## src/rtl/cdb_arbiter_if.sv

```systemverilog
// -----------------------------------------------------------------------------
// cdb_arbiter_if
// Bundles the result-producer handshake and the common data bus broadcast.
//
// Signals:
//   req_valid   [NREQ]         per-requester result valid (producer -> arbiter)
//   req_ready   [NREQ]         per-requester accept       (arbiter -> producer)
//   req_data    [NREQ*DATA_W]  flattened results, requester i at [DATA_W*i +: DATA_W]
//   req_rob_idx [NREQ*3]       flattened 3-bit ROB index per requester
//   ls_idx      [3]            LS unit station code, used as its tag
//   cdb_stall                  consumers cannot take the current broadcast
//   cdb_valid                  broadcast valid
//   cdb_tag     [4]            source station code
//   cdb_rob_idx [3]            ROB entry of the broadcast result
//   cdb_data    [DATA_W]       broadcast result
//
// Modports:
//   slave  - arbiter side
//   master - producer / consumer side
// -----------------------------------------------------------------------------
interface cdb_arbiter_if #(
  parameter int DATA_W = 32,
  parameter int NREQ   = 6
);
  logic [NREQ-1:0]        req_valid;
  logic [NREQ-1:0]        req_ready;
  logic [NREQ*DATA_W-1:0] req_data;
  logic [NREQ*3-1:0]      req_rob_idx;
  logic [2:0]             ls_idx;
  logic                   cdb_stall;
  logic                   cdb_valid;
  logic [3:0]             cdb_tag;
  logic [2:0]             cdb_rob_idx;
  logic [DATA_W-1:0]      cdb_data;

  modport slave (
    input  req_valid, req_data, req_rob_idx, ls_idx, cdb_stall,
    output req_ready, cdb_valid, cdb_tag, cdb_rob_idx, cdb_data
  );

  modport master (
    output req_valid, req_data, req_rob_idx, ls_idx, cdb_stall,
    input  req_ready, cdb_valid, cdb_tag, cdb_rob_idx, cdb_data
  );
endinterface

```

## src/rtl/cdb_arbiter.sv

```systemverilog
// -----------------------------------------------------------------------------
// cdb_arbiter
// Arbitrates the common data bus between six result producers (0=ADD1, 1=ADD2,
// 2=ADD3, 3=MULT1, 4=MULT2, 5=LS), accepts at most one result per cycle and
// broadcasts it from a register, holding it while the consumers stall.
//
// Configuration macro:
//   CDB_RR_EN  defined   -> round-robin arbitration with a rotating pointer
//              undefined -> fixed priority LS > MULT1 > MULT2 > ADD1 > ADD2 > ADD3
//
// Ports:
//   clk        single clock, rising edge
//   rst_n      synchronous reset, ACTIVE-HIGH despite the name
//   flush      drop the pending broadcast, block grants this cycle
//   grant_cnt  accepted transfers since reset, saturating at 16'hFFFF
//   bus        cdb_arbiter_if.slave: request handshake and CDB broadcast
// -----------------------------------------------------------------------------
module cdb_arbiter #(
  parameter int DATA_W = 32,
  parameter int NREQ   = 6
) (
  input  logic          clk,
  input  logic          rst_n,
  input  logic          flush,
  output logic [15:0]   grant_cnt,
  cdb_arbiter_if.slave  bus
);

  localparam logic [NREQ-1:0] REQ_ONE = {{(NREQ-1){1'b0}}, 1'b1};

  typedef enum logic {EMPTY = 1'b0, FULL = 1'b1} state_e;

  state_e            state_q, state_d;
  logic [3:0]        tag_q, tag_d;
  logic [2:0]        rob_q, rob_d;
  logic [DATA_W-1:0] data_q, data_d;
  logic [15:0]       cnt_q, cnt_d;

  logic              load_en;
  logic              grant_ok;
  logic              xfer;
  logic              win_any;
  logic [2:0]        win_idx;

  function automatic logic [3:0] station_tag(input logic [2:0] idx,
                                             input logic [2:0] ls);
    logic [3:0] t;
    case (idx)
      3'd0:    t = 4'd7;
      3'd1:    t = 4'd8;
      3'd2:    t = 4'd9;
      3'd3:    t = 4'd10;
      3'd4:    t = 4'd11;
      default: t = {1'b0, ls};
    endcase
    return t;
  endfunction

  // The output register can take a new result when it is empty or draining.
  assign load_en  = (state_q == EMPTY) | ~bus.cdb_stall;
  assign grant_ok = load_en & ~flush;
  assign xfer     = grant_ok & win_any;

`ifdef CDB_RR_EN
  localparam logic [3:0] NREQ4 = 4'(NREQ);

  logic [2:0] ptr_q, ptr_d;
  logic [3:0] cand;

  // Scan from the farthest candidate back toward the pointer so the last hit
  // is the first valid requester at or after the pointer.
  always_comb begin
    win_any = 1'b0;
    win_idx = '0;
    cand    = '0;
    for (int k = NREQ - 1; k >= 0; k--) begin
      cand = {1'b0, ptr_q} + 4'(k);
      if (cand >= NREQ4) cand = cand - NREQ4;
      if (bus.req_valid[cand[2:0]]) begin
        win_any = 1'b1;
        win_idx = cand[2:0];
      end
    end
  end

  always_comb begin
    ptr_d = ptr_q;
    if (xfer) ptr_d = (win_idx == 3'(NREQ - 1)) ? 3'd0 : win_idx + 3'd1;
  end

  always_ff @(posedge clk) begin
    if (rst_n) ptr_q <= '0;
    else       ptr_q <= ptr_d;
  end
`else
  always_comb begin
    win_any = |bus.req_valid;
    win_idx = '0;
    if      (bus.req_valid[5]) win_idx = 3'd5;
    else if (bus.req_valid[3]) win_idx = 3'd3;
    else if (bus.req_valid[4]) win_idx = 3'd4;
    else if (bus.req_valid[0]) win_idx = 3'd0;
    else if (bus.req_valid[1]) win_idx = 3'd1;
    else if (bus.req_valid[2]) win_idx = 3'd2;
  end
`endif

  // ---- accept stage -> broadcast register ----
  always_ff @(posedge clk) begin
    if (rst_n) state_q <= EMPTY;
    else       state_q <= state_d;
  end

  // Flush wins over both a held (stalled) broadcast and a fresh grant.
  always_comb begin
    state_d = state_q;
    if (flush)        state_d = EMPTY;
    else if (xfer)    state_d = FULL;
    else if (load_en) state_d = EMPTY;
  end

  always_comb begin
    bus.cdb_valid = (state_q == FULL);
    bus.req_ready = xfer ? (REQ_ONE << win_idx) : '0;
  end

  always_comb begin
    tag_d  = tag_q;
    rob_d  = rob_q;
    data_d = data_q;
    cnt_d  = cnt_q;
    if (xfer) begin
      tag_d  = station_tag(win_idx, bus.ls_idx);
      rob_d  = bus.req_rob_idx[win_idx*3 +: 3];
      data_d = bus.req_data[win_idx*DATA_W +: DATA_W];
      if (cnt_q != 16'hFFFF) cnt_d = cnt_q + 16'd1;
    end
  end

  always_ff @(posedge clk) begin
    if (rst_n) begin
      tag_q  <= '0;
      rob_q  <= '0;
      data_q <= '0;
      cnt_q  <= '0;
    end else begin
      tag_q  <= tag_d;
      rob_q  <= rob_d;
      data_q <= data_d;
      cnt_q  <= cnt_d;
    end
  end

  assign bus.cdb_tag     = tag_q;
  assign bus.cdb_rob_idx = rob_q;
  assign bus.cdb_data    = data_q;
  assign grant_cnt       = cnt_q;

endmodule

```

## src/flat_wrapper.sv

```systemverilog
// flat-port wrapper written by rule: the top's interface ports become plain ports
module cdb_arbiter_flat 
#(
  parameter int DATA_W = 32,
  parameter int NREQ   = 6
)
  (clk, rst_n, flush, grant_cnt, bus_req_valid, bus_req_data, bus_req_rob_idx, bus_ls_idx, bus_cdb_stall, bus_req_ready, bus_cdb_valid, bus_cdb_tag, bus_cdb_rob_idx, bus_cdb_data);
  cdb_arbiter_if #(.DATA_W(DATA_W), .NREQ(NREQ)) bus_i ();
  input  logic clk;
  input  logic rst_n;
  input  logic flush;
  output logic [15:0] grant_cnt;
  input wire logic [$bits(bus_i.req_valid)-1:0] bus_req_valid;
  input wire logic [$bits(bus_i.req_data)-1:0] bus_req_data;
  input wire logic [$bits(bus_i.req_rob_idx)-1:0] bus_req_rob_idx;
  input wire logic [$bits(bus_i.ls_idx)-1:0] bus_ls_idx;
  input wire logic [$bits(bus_i.cdb_stall)-1:0] bus_cdb_stall;
  output wire logic [$bits(bus_i.req_ready)-1:0] bus_req_ready;
  output wire logic [$bits(bus_i.cdb_valid)-1:0] bus_cdb_valid;
  output wire logic [$bits(bus_i.cdb_tag)-1:0] bus_cdb_tag;
  output wire logic [$bits(bus_i.cdb_rob_idx)-1:0] bus_cdb_rob_idx;
  output wire logic [$bits(bus_i.cdb_data)-1:0] bus_cdb_data;
  assign bus_i.req_valid = bus_req_valid;
  assign bus_i.req_data = bus_req_data;
  assign bus_i.req_rob_idx = bus_req_rob_idx;
  assign bus_i.ls_idx = bus_ls_idx;
  assign bus_i.cdb_stall = bus_cdb_stall;
  assign bus_req_ready = bus_i.req_ready;
  assign bus_cdb_valid = bus_i.cdb_valid;
  assign bus_cdb_tag = bus_i.cdb_tag;
  assign bus_cdb_rob_idx = bus_i.cdb_rob_idx;
  assign bus_cdb_data = bus_i.cdb_data;
  cdb_arbiter #(.DATA_W(DATA_W), .NREQ(NREQ)) u_core (.clk(clk), .rst_n(rst_n), .flush(flush), .grant_cnt(grant_cnt), .bus(bus_i));
endmodule
```

## config.mk

```make
export PLATFORM = sky130hd
export DESIGN_NAME = cdb_arbiter_flat
export DESIGN_NICKNAME = d
export VERILOG_FILES = /design/src/rtl/cdb_arbiter_if.sv /design/src/rtl/cdb_arbiter.sv /design/src/flat_wrapper.sv
export SDC_FILE = /design/constraint.sdc
export NUM_CORES = 1
export LEC_CHECK = 0
export BUFFER_PORTS_ARGS = -buffer_cell sky130_fd_sc_hd__buf_4
export CORE_AREA = 2 2 112 114
export CTS_CLUSTER_DIAMETER = 60
export CTS_CLUSTER_SIZE = 40
export DETAILED_ROUTE_END_ITERATION = 8
export DIE_AREA = 0 0 114 116
export GPL_TIMING_DRIVEN = 0
export PLACE_DENSITY = 0.75
export SLEW_MARGIN = 25
export SYNTH_ARGS = -nofsm -noshare
export SYNTH_HDL_FRONTEND = slang
export SYNTH_SLANG_ARGS = --single-unit
```

## constraint.sdc

```tcl
create_clock -name clk -period 2.25 [get_ports clk]
set_input_delay 0.1125 -clock clk [delete_from_list [all_inputs] [get_ports clk]]
set_output_delay 0.1125 -clock clk [all_outputs]
set_load 0.01 [all_outputs]
```

Word level (Yosys, flattened, before mapping)

Cells that the tools add are included.

Register bits after elaboration: 56
Bits in latches: 0
Bits in writable memories: 0
Bits in read-only memories: 0
Output and inout port bits: 62
Logic and storage cells: 36
Memories: 0

$add $sub $neg: 1
Multipliers: 1
Div/mod/pow operators: 0
Magnitude comparators: 0
Equal/unequal tests: 5
Shifts and indexed selects: 3
Mux-type cells: 10
Bitwise operators: 6
Reductions and logical operators: 5

Operators by type and width:

| cell                                                | number |
|---|---|
| variable part select 192 x 9 -> 32 bit              | 1 |
| case mux 4 bit (5 select lines)                     | 1 |
| variable part select 18 x 6 -> 3 bit                | 1 |
| adder 16 x 1 -> 16 bit, second input constant       | 1 |
| inequality test 16 bit, second input constant       | 1 |
| 2-to-1 mux 3 bit                                    | 5 |
| equality test 3 x 2 -> 1 bit, second input constant | 2 |
| 2-to-1 mux 6 bit                                    | 1 |
| OR reduction 6 bit                                  | 1 |
| left shift 1 x 3 -> 6 bit, first input constant     | 1 |
| multiplier 3 x 2 -> 5 bit, second input constant    | 1 |
| equality test 3 x 1 -> 1 bit, second input constant | 1 |
| equality test 3 bit, second input constant          | 1 |
| zero test 3 bit                                     | 1 |
| NOT 1 bit                                           | 3 |
| bitwise AND 1 bit                                   | 2 |
| 2-to-1 mux 1 bit                                    | 2 |
| 2-to-1 mux 2 bit                                    | 1 |
| AND reduction 2 bit                                 | 1 |
| nonzero test 2 bit                                  | 1 |
| OR reduction 2 bit                                  | 1 |
| bitwise OR 1 bit                                    | 1 |

Depth between registers and ports, before layout

Depth after elaboration: 8
Depth in mapped cells: 8
Depth with buffers taken out: 5

Worst setup path before layout

No wires, ideal clock.

Path type: reg2reg
From: reg u_core.cnt_q[0] (netlist: u_core.grant_cnt[0])
To: reg u_core.cnt_q[13] (netlist: u_core.grant_cnt[13])
Setup time: 0.123 ns
Arrival time: 1.798 ns
Data required time: 2.127 ns
Setup slack: 0.329 ns
Cell stages (with the launch flop): 8
Buffers on the path: 2
Path through: dfxtp_1 -> ha_1 -> and3_1 -> and4_4 -> buf_6 -> buf_6 -> nor4_1 -> mux2_1

Longest elaborated chain between the ends: 2

Ends and longest elaborated chain:

| item                                                                           | line               | RTL |
|---|---|---|
| from (decl)                                                                    | cdb_arbiter.sv:37  | `logic [15:0] cnt_q, cnt_d;` |
| from (signal assigned)                                                         | cdb_arbiter.sv:150 | `cnt_q <= cnt_d;` |
| parallel branches: the longest is 2 deep, another holds adder 16 x 1 -> 16 bit | -                  |  |

Parallel ways; which one is timed is not known.
A chain may end at the register's enable or synchronous reset.

Worst setup path after layout

From: in bus_req_valid[5]
To: out bus_req_ready[2]

Longest elaborated chain between the ends: 3

Ends and longest elaborated chain:

| item                                                                  | line                                  | RTL |
|---|---|---|
| from (decl)                                                           | flat_wrapper.sv:13                    | `input wire logic [$bits(bus_i.req_valid)-1:0] bus_req_valid;` |
| OR reduction 6 bit / 2-to-1 mux 3 bit (equally long branches)         | cdb_arbiter.sv:97, cdb_arbiter.sv:99  |  |
| bitwise AND 1 bit / left shift 1 x 3 -> 6 bit (equally long branches) | cdb_arbiter.sv:62, cdb_arbiter.sv:124 |  |
| 2-to-1 mux 6 bit *                                                    | cdb_arbiter.sv:124                    | `bus.req_ready = xfer ? (REQ_ONE << win_idx) : '0;` |
| to (decl)                                                             | flat_wrapper.sv:18                    | `output wire logic [$bits(bus_i.req_ready)-1:0] bus_req_ready;` |

Mark *: on every way between the ends. The rest lies on a longest branch, timed or not.

==> flow_summary.ini <==
[outcome]
status = completed

[grt]
use_met1 = 0.338
grt_util_met3 = 0.0502
globalRouteOverflowTotal = 0
use_met2 = 0.478
grt_first_pass_wirelength_mm = 28.3
first_global_vias = 5266
grtUsageTotal = 0.273
grt_max_degree = 20
grt_antenna_before_repair = 0
grt-busiest-layer = met2

[routing]
drtIter0Drc = 502
via_count = 5378
route.final.wire_length_mm = 19.1
vias_per_cell = 6.08
drc_violations = 0
wire_per_inst_um = 21.6
count_of_nets_left_with_antenna_violations_after_detail_routing = 0
first_pass_iters = 6

[power]
power_leakage_nw = 2.63
power_density_normalized_to_cell_area_nw_per_um2 = 444
power.ir.vdd_worst_mv = 0.363
power.total_w = 0.00278

[synthesis]
synth_top_area_frac = 0.297
netlist.top_cell.by_area = dfxtp_1
postSynthNetCount = 671
mappedNetlistArea_um2 = 3780
postSynthCellCount = 447
seq_area_frac_synth = 0.297
syn_area_per_cell_um2 = 8.45
yosysUniqueCellTypes = 52
yosysWarningCount = 0
synth_top_cells_by_count = 56 x dfxtp_1, 39 x clkbuf_1, 39 x nand3_1
synthMostInstantiatedCell = dfxtp_1
postSynth.asyncResetShare = 0
synth_ff_type = dfxtp_1
synth-seq-cells = 56
yosys-top-cells-area = dfxtp_1 30%, a222oi_1 8.7%, a32oi_1 7.7%, o2bb2ai_1 7.7%, o211ai_1 6.6%
synth-edff-count = 0

[die]
num_io_pins = 285
die_area_um2 = 13200
floorplan.core_area_um2 = 11900
initial_core_util = 0.317
die_height_um = 116
fp.dieW_um = 114
number_of_cell_rows = 40

[layout]
number_of_cells_in_the_finished_layout_apart_from_fillers = 885
diodes = 0
post_route_cells_drive_above_1_share = 0.432
nets = 961
fin_area_um2 = 6270
flow.area_growth_from_synthesis_pct = 66.1

[cts]
clkSinkCount = 56
num_cts_buffers = 5
cts_tree = done
worst_skew_pair.late_latency_ps = 300
max-clock-path-buffers = 2
clk_pin_slew_ps = 80
cts_root_buf = clkbuf_16
cts.htree.levels = 2

[worst_setup_path]
worst_r2r_startpoint = u_core.grant_cnt[0]
crit-reg2reg-capture = u_core.grant_cnt[13]
cp_top_family = buffers and inverters
crit_path_start = bus_req_valid[5]
timing.critical_path.arrival_ps = 2020
worst_reg2reg_setup_slack_ps = 130
worst_r2r_path_depth = 7
worstSetupPathType = input pin to primary output
path_max_fanout = 10
slowest_stage = clkbuf_1
critPathLaunchType = input pin
data_required_time_at_the_worst_endpoint_ps = 2140
slowest_delay_ps = 480
critical_path.endpoint_type = primary output
crit_chain = buf_2 -> nor3_1 -> clkbuf_1 -> clkbuf_2 -> nand2_1 -> nor4_1 -> buf_4
crit_buf_inv = 4

[sta]
hold_viol_final = 0
slew_headroom = 0.511
min_period_over_period = 0.950
fmax_mhz = 468
worst_pin_slew_ps = 732
finClkSkew_ps = 4.15
finalHoldWorstSlack_ps = 95.9
setup_violations = 0
final_critical_path_setup_slack_ps = 113
finalCriticalPeriod_ps = 2140
timing_max_transition_violations_final = 0

[run]
maxCapViolations = 0

[placed_design]
number_of_port_buffers = 282
gp_routability_congestion = 0.921
dp.final_hpwl_mm = 15.0
place_ws_ps = -12.5
dpl-instance-area_um2 = 6080
dpl.cell_count = 876

[hold_path]
timing.hold.worst.start = bus_req_data[158]
holdCritPathClass = input pin to flop
hold_depth = 3
min_delay_worst_endpoint = u_core.bus.cdb_data[30]
==> state kept, by name, summed over array words and instances (netlist names) <==
| signal | cells |
|---|---|
| u_core.bus.cdb_data | 32 |
| u_core.bus.cdb_rob_idx | 3 |
| u_core.bus.cdb_tag | 4 |
| u_core.bus.cdb_valid | 1 |
| u_core.grant_cnt | 16 |
==> cell usage in the layout, fill, tap and decap left out, types with 5 or more instances in the layout <==
| cell type | instances |
|---|---|
| or4_1 | 10 |
| o211ai_1 | 33 |
| nor2b_1 | 7 |
| a222oi_1 | 33 |
| clkbuf_16 | 5 |
| a21oi_1 | 13 |
| a211oi_1 | 5 |
| clkbuf_1 | 39 |
| o21ai_0 | 36 |
| o31ai_1 | 9 |
| dfxtp_1 | 56 |
| o2bb2ai_1 | 33 |
| nand3_1 | 39 |
| a32oi_1 | 33 |
| buf_2 | 10 |
| nor2_1 | 12 |
| buf_4 | 285 |
| nand2_1 | 9 |
==> report_power, final <==
group	leakage, nW	switching (W)	internal [W]
logic	2.10	0.000398	0.000468
registers	0.458	0.0000397	0.00105
clock network	0.0744	0.000405	0.000423
total	2.63	0.000843	0.00194
==> worst max-delay path by stage <==
stage | cells past startpoint | endpoint | slack, ps
final | 7 | bus_req_ready[2] | 110
after global routing | 7 | bus_req_ready[2] | -50
after CTS | 5 | u_core.bus.cdb_rob_idx[2] | 50
after detailed placement | 5 | bus_req_ready[1] | -10
after global placement | 5 | bus_req_ready[1] | 10
after floorplan | 7 | u_core.grant_cnt[13] | 330
==> through the flow <==
step | utilization | setup TNS, ps
final | 0.526 | 0
after detailed placement | 0.510 | -12.5
after CTS | 0.524 | 0
after global placement | 0.510 | 0
after global routing | 0.526 | -54.2
after floorplan | - | 0
==> logic make-up (layout without fill, tap and decap cells) <==
| family | count (synthesis) | after routing | share of synthesized area |
|---|---|---|---|
| AO/OA/AOI/OAI | 213 | 213 | 0.442 |
| AND/OR/NAND/NOR | 111 | 111 | 0.172 |
| buffers and inverters | 63 | 354 | 0.0769 |
| flip-flops | 56 | 56 | 0.297 |
| multiplexers | 3 | 3 | 0.00895 |
| adder cells (fa/ha/maj) | 1 | 1 | 0.00331 |
==> area by class of cell <==
| class | count | area [µm²] |
|---|---|---|
| well taps | 147 | 184 |
| clock buffers | 5 | 125 |
| inverters | 3 | 11.3 |
| clock inverters | 3 | 26.3 |
| repair buffers | 283 | 2130 |
| flip-flops and latches | 56 | 1120 |
| fillers | 1143 | 5640 |
| plain buffers | 60 | 280 |
| multi-input cells | 328 | 2400 |
==> routing by layer <==
metal  wire (µm)  vias up
li1            -     2462
met1        7660     2572
met2        9350      304
met3        1520       40
met4         585        0
met5           0        -
==> repair_timing <==
item                                    CTS  global route
endpoints found under the setup margin    1            33
hold endpoints to repair                  1             0
gates resized for setup                   1             4
hold buffers                              1             0
setup buffers                             0             0
gates cloned                              0             0
==> worst min-delay path: cells and delay by family <==
family                 cells  cell delay [ps]
AOI/OAI and AO/OA          2              180
buffers and inverters      1               80
No activity file was read; power rests on OpenSTA's default activity.
